[src/rtl/box_field_ctrl.sv]
// box_field_ctrl: falling-box playfield, hit/miss judging and scoring
// for the LED matrix scanner. Row codes: 0..3 = box in lane, 4 = empty.
module box_field_ctrl #(
    parameter int unsigned STEP_DIV   = 3000000,
    parameter logic [7:0]  LFSR_SEED  = 8'hA5,
    parameter int unsigned MISS_LIMIT = 8
) (
    input  logic        CLK,
    input  logic        RSTn,
    input  logic [3:0]  btn,
    output logic [14:0] rows_flat,
    output logic [7:0]  score,
    output logic [3:0]  miss,
    output logic [1:0]  state,
    output logic        game_over,
    output logic        step
);

    localparam int unsigned PW         = (STEP_DIV < 2) ? 1 : $clog2(STEP_DIV + 1);
    localparam logic [PW-1:0] PS_TC    = PW'(STEP_DIV);
    localparam logic [7:0]  SEED       = (LFSR_SEED == 8'h00) ? 8'h01 : LFSR_SEED;
    localparam logic [3:0]  MISS_LIM   = 4'(MISS_LIMIT);
    localparam logic [2:0]  EMPTY      = 3'd4;
    localparam logic [14:0] EMPTY_ROWS = {5{3'd4}};

    typedef enum logic [1:0] {
        S_IDLE = 2'd0,
        S_PLAY = 2'd1,
        S_OVER = 2'd2
    } state_t;

    state_t            state_q;
    state_t            state_d;
    logic [3:0]        sync1;
    logic [3:0]        sync2;
    logic [3:0]        sync3;
    logic [3:0]        press;
    logic              any_press;
    logic [PW-1:0]     presc_q;
    logic [PW-1:0]     presc_d;
    logic [7:0]        lfsr_q;
    logic [7:0]        lfsr_d;
    logic [4:0][2:0]   rows_q;
    logic [4:0][2:0]   rows_d;
    logic [7:0]        score_q;
    logic [7:0]        score_d;
    logic [3:0]        miss_q;
    logic [3:0]        miss_d;
    logic              step_q;
    logic              step_d;
    logic              over_q;
    logic              over_d;
    logic              tick;
    logic              hit;
    logic [2:0]        new_code;

    // Two-flop synchronizer plus one delay flop for rising-edge detection
    always_ff @(posedge CLK or negedge RSTn) begin
        if (!RSTn) begin
            sync1 <= '0;
            sync2 <= '0;
            sync3 <= '0;
        end else begin
            sync1 <= btn;
            sync2 <= sync1;
            sync3 <= sync2;
        end
    end

    assign press     = sync2 & ~sync3;
    assign any_press = |press;
    // step_q is high exactly while the prescaler sits at its terminal count in PLAY
    assign tick      = step_q;
    assign new_code  = lfsr_q[2] ? EMPTY : {1'b0, lfsr_q[1:0]};
    assign hit       = (rows_q[4] != EMPTY) && press[rows_q[4][1:0]];

    // FSM state register
    always_ff @(posedge CLK or negedge RSTn) begin
        if (!RSTn) begin
            state_q <= S_IDLE;
        end else begin
            state_q <= state_d;
        end
    end

    // FSM next-state logic
    always_comb begin
        state_d = state_q;
        case (state_q)
            S_IDLE:  if (any_press) state_d = S_PLAY;
            S_PLAY:  if (miss_q >= MISS_LIM) state_d = S_OVER;
            S_OVER:  if (any_press) state_d = S_IDLE;
            default: state_d = S_IDLE;
        endcase
    end

    // Playfield, scoring, prescaler and LFSR next values
    always_comb begin
        rows_d  = rows_q;
        score_d = score_q;
        miss_d  = miss_q;
        presc_d = presc_q;
        lfsr_d  = lfsr_q;
        case (state_q)
            S_IDLE: begin
                rows_d = EMPTY_ROWS;
                if (state_d == S_PLAY) begin
                    score_d = '0;
                    miss_d  = '0;
                    presc_d = '0;
                end
            end
            S_PLAY: begin
                if (state_d == S_OVER) begin
                    rows_d = EMPTY_ROWS;
                end else begin
                    presc_d = (presc_q == PS_TC) ? '0 : presc_q + PW'(1);
                    if (hit) begin
                        score_d   = (score_q == 8'hFF) ? score_q : score_q + 8'd1;
                        rows_d[4] = EMPTY;
                    end
                    // Hit is judged against the pre-shift bottom row, so the shift overrides it
                    if (tick) begin
                        if ((rows_q[4] != EMPTY) && !hit) begin
                            miss_d = (miss_q >= MISS_LIM) ? miss_q : miss_q + 4'd1;
                        end
                        rows_d = {rows_q[3:0], new_code};
                        lfsr_d = {lfsr_q[6:0], lfsr_q[7] ^ lfsr_q[5] ^ lfsr_q[4] ^ lfsr_q[3]};
                    end
                end
            end
            S_OVER: begin
                rows_d = EMPTY_ROWS;
            end
            default: begin
                rows_d = EMPTY_ROWS;
            end
        endcase
        step_d = (state_d == S_PLAY) && (presc_d == PS_TC);
        over_d = (state_d == S_OVER);
    end

    // Datapath and output registers
    always_ff @(posedge CLK or negedge RSTn) begin
        if (!RSTn) begin
            rows_q  <= EMPTY_ROWS;
            score_q <= '0;
            miss_q  <= '0;
            presc_q <= '0;
            lfsr_q  <= SEED;
            step_q  <= 1'b0;
            over_q  <= 1'b0;
        end else begin
            rows_q  <= rows_d;
            score_q <= score_d;
            miss_q  <= miss_d;
            presc_q <= presc_d;
            lfsr_q  <= lfsr_d;
            step_q  <= step_d;
            over_q  <= over_d;
        end
    end

    assign rows_flat = rows_q;
    assign score     = score_q;
    assign miss      = miss_q;
    assign state     = state_q;
    assign game_over = over_q;
    assign step      = step_q;

endmodule

[config.mk]
export PLATFORM = sky130hd
export DESIGN_NAME = box_field_ctrl
export DESIGN_NICKNAME = d
export VERILOG_FILES = /design/src/rtl/box_field_ctrl.sv
export SDC_FILE = /design/constraint.sdc
export NUM_CORES = 1
export LEC_CHECK = 0
export BUFFER_PORTS_ARGS = -buffer_cell sky130_fd_sc_hd__buf_2
export CAP_MARGIN = 10
export CORE_MARGIN = 8
export CORE_UTILIZATION = 45
export DETAILED_ROUTE_END_ITERATION = 7
export HOLD_SLACK_MARGIN = 0.12
export PLACE_DENSITY = 0.75
export SYNTH_ARGS = -nofsm -noshare
export SYNTH_HDL_FRONTEND = slang
export SYNTH_SLANG_ARGS = --single-unit
[constraint.sdc]
create_clock -name CLK -period 2.3 [get_ports CLK]
set_input_delay 0.345 -clock CLK [delete_from_list [all_inputs] [get_ports CLK]]
set_output_delay 0.345 -clock CLK [all_outputs]
set_load 0.05 [all_outputs]
==> impl_results.md <==
* Outcome: finished, violations left
* Failing checks: negative setup slack
* Worst slew margin at 54.9%
* R2r startpoint: state[0]
* Synthesized area at 0.00379 mm2
* Hold Crit Start: sync1[1]
* Net Sw Frac at between 20 and 30%
* Finished Layout Cells at 588
* Syn_nets at ~380
* Max Fclk at 410 MHz
* Final Cycle Share at 106%
* # clock sinks at 73
* Post-route DRC at 0
* Synth Area in Adders at 1.65%
* H-tree depth at 3
* Pwr dens at 598 mW/mm2
* Core region area at 0.00818 mm2
* Internal Power at 2.10 mW
* Clock power frac at between 30% and 40%
* Asr flop ratio synth at 100%
* Detail Route Antenna Nets at 0
* Combinational Power Share at 16.9%
* Root Driver: clkbuf_8
* Drt pass-1 iters at 5
* Crit end category: register
* CP startpoint: state[0]
* RSZ-0062 raised after global routing: yes
* Final setup viols at 1
* WL final at 10.4 mm
* Synth Area per Inst at slightly above 10 um2
* Routed met3 length at 698 um
* Die height at 108 um
* CP required at 2.61 ns
* Total global-route track usage at 18.6%
* Number of synthesized flops with an enable pin at 0
* Ports at 37
* Sequential share of the synthesized area at 48.4%
* CTS buffer count at 9
* DIE AREA at about 0.012 mm2
* Flop pwr share at 47.1%
* GPL Wtd Cong at around 0.94
* Min Tclk post-route at approximately 2.4 ns
* Largest net degree at the start of global routing at 33
* Vias at 3369
* Setup ws final at -0.139 ns
* Area grow syn2layout at 31.2%
* First-pass GRT wire length at 17.1 mm
* Most frequent cells in the layout: buf_4, dfrtp_1, buf_2, nand2_1, nor2_1
* Hold Slack at ~0.35 ns
* Launching element type of the critical path: register
* Antenna violations before repair at 0
* Fill count at 650
* Layout Skew at 0.00707 ns
* Post-synthesis xor/xnor area fraction at 2.77%
* Row count at 33
* Vias in the first global route at 3428
* Max_cap viols at 0
* Max VDD drop at 465 uV
* Clk_lat worst skew at 0.37 ns
* CTS Buffer Depth at 2
* Simple-gate share of the synthesized area at 21.5%
* Total grt overflow at 0
* Mux cell area share after synthesis at between 5 and 6%
* Top layer in use: met4
* Unique cell type count in the Yosys netlist at 65
* WL per Instance at between 15 and 20 um
* Layout cell share with drive strength beyond 1 at 37.5%
* Post-DR vias/cell at 5.73
* Ant. Diodes at 0
* Seq cells post-synth at 73
* Port Buffers at 36
* DP Cell Count at 559
* Hold Path Class: register to register
* Largest family of logic cells by synthesized area: simple AND/OR/NAND/NOR gates
* Max Slew Vio Count at 0
* Synth Warn # at 0
* Most common cell after layout, fill and taps aside: buf_4
* Crit Path Max Fanout at 11
* Detail Placement HPWL at 7.36 mm
* Syn Inst Count at 370
* Die Wd at ~110 um
* Wire length on met2 at roughly 5.1 mm
* CP Data Arrival Time at 2.75 ns
* CTS tree: built
* Initial DRC count at 253
* Compound-cell area share of the yosys netlist at 16.8%
* P_leak at 2.32 nW
* Clock Pin Slew Worst Setup and Hold Paths at 0.09 ns
* Initial core utilization at 46.4%
* Top FF cell, synth: dfrtp_1
* Net count, final at 489
* Sw Pwr at 877 uW
* DRT met1 WL at 4.39 mm
* Worst slew pin tran at 0.676 ns
* WS Path Type: register to register
* Final hold violations at 0
cell families after synthesis:
logic type / after synthesis
simple gates: 143
flops: 73
xor+xnor: 12
mux: 17
fa+ha+maj: 5
compound gates: 92
buf+inv: 28
worst max-delay path, cell delays in order (launching register included):
cell	delay [ns]
dfrtp_2	0.48
buf_4	0.18
nor2_1	0.23
o41a_1	0.31
buf_4	0.22
o21ai_0	0.16
nor3_1	0.23
nand4b_1	0.14
nor3b_2	0.22
and4_1	0.20
what timing repair did:
action                                  CTS  global route
setup buffers                             5             4
resized for setup                        10            23
pin swaps                                 4             5
hold buffers                              5             0
endpoints found under the setup margin    1            12
hold endpoints to repair                 24             0
cells in the mapped netlist, drive strengths merged, types with 8 or more instances:
cell | number | area share [%]
o31ai | 9 | 2.3
buf | 12 | 2.2
nor2 | 27 | 2.7
dfrtp | 64 | 42
a31oi | 11 | 1.8
mux2i | 9 | 2.4
a21oi | 14 | 1.9
dfstp | 9 | 6.2
nor2b | 9 | 1.9
nand3 | 18 | 2.4
nand2 | 36 | 3.6
and3 | 8 | 1.3
inv | 11 | 1.1
xor2 | 8 | 1.8
o21ai | 30 | 4.0
worst paths after layout:
kind,slack [ns],to,depth (start not counted)
worst max-delay path,-0.14,step,9
worst min-delay path,0.35,sync2[1],0
worst max register to register,-0.14,step,9
worst min register to register,0.35,sync2[1],0
max in group asynchronous,1.12,miss[3],3
min in group asynchronous,0.54,rows_flat[12],2
state kept, by name, summed over array words and instances, names as in the netlist:
signal / count
rows_flat: 15
lfsr_q: 8
game_over: 1
sync2: 4
sync1: 4
state: 2
sync3: 4
score: 8
miss: 4
step: 1
presc_q: 22
power groups by stage:
stage | Sequential, mW | Combinational (mW) | Clock, mW
floorplan | 1.43 | 0.200 | 0
global placement | 1.42 | 0.451 | 0
detailed placement | 1.42 | 0.465 | 0
CTS | 1.40 | 0.483 | 1.10
global route | 1.41 | 0.555 | 1.14
finish | 1.40 | 0.503 | 1.07
layout make-up:
| type | instances | area (um2) | share of cell area [%] |
|---|---|---|---|
| Timing Repair Buffer | 114 | 822 | 16.5 |
| Multi-Input combinational cell | 269 | 1930 | 38.8 |
| Clock buffer | 9 | 124 | 2.49 |
| Clock inverter | 7 | 83.8 | 1.68 |
| Tap cell | 105 | 131 | 2.64 |
| Sequential cell | 73 | 1840 | 37.0 |
| Inverter | 11 | 41.3 | 0.829 |
metrics by stage:
step                worst slack (ns)  setup TNS (ns)  utilization, %  cell area (um2)  total power [mW]
floorplan                    -0.0186         -0.0186               -             3800              1.63
global placement              -0.121          -0.121            55.3             4520              1.88
detailed placement            -0.148          -0.148            55.3             4520              1.89
CTS                           -0.104          -0.104            59.4             4850              2.98
global route                  -0.284          -0.418            60.9             4980              3.11
finish                        -0.139          -0.139            60.9             4980              2.98
layer usage:
layer / global-route usage, % / up-vias
met2: 30.0 / 138
met4: 7.53 / 0
li1: - / 1578
met5: 0 / -
met1: 23.5 / 1623
met3: 4.49 / 30
Power figures use the tool's default switching activity.
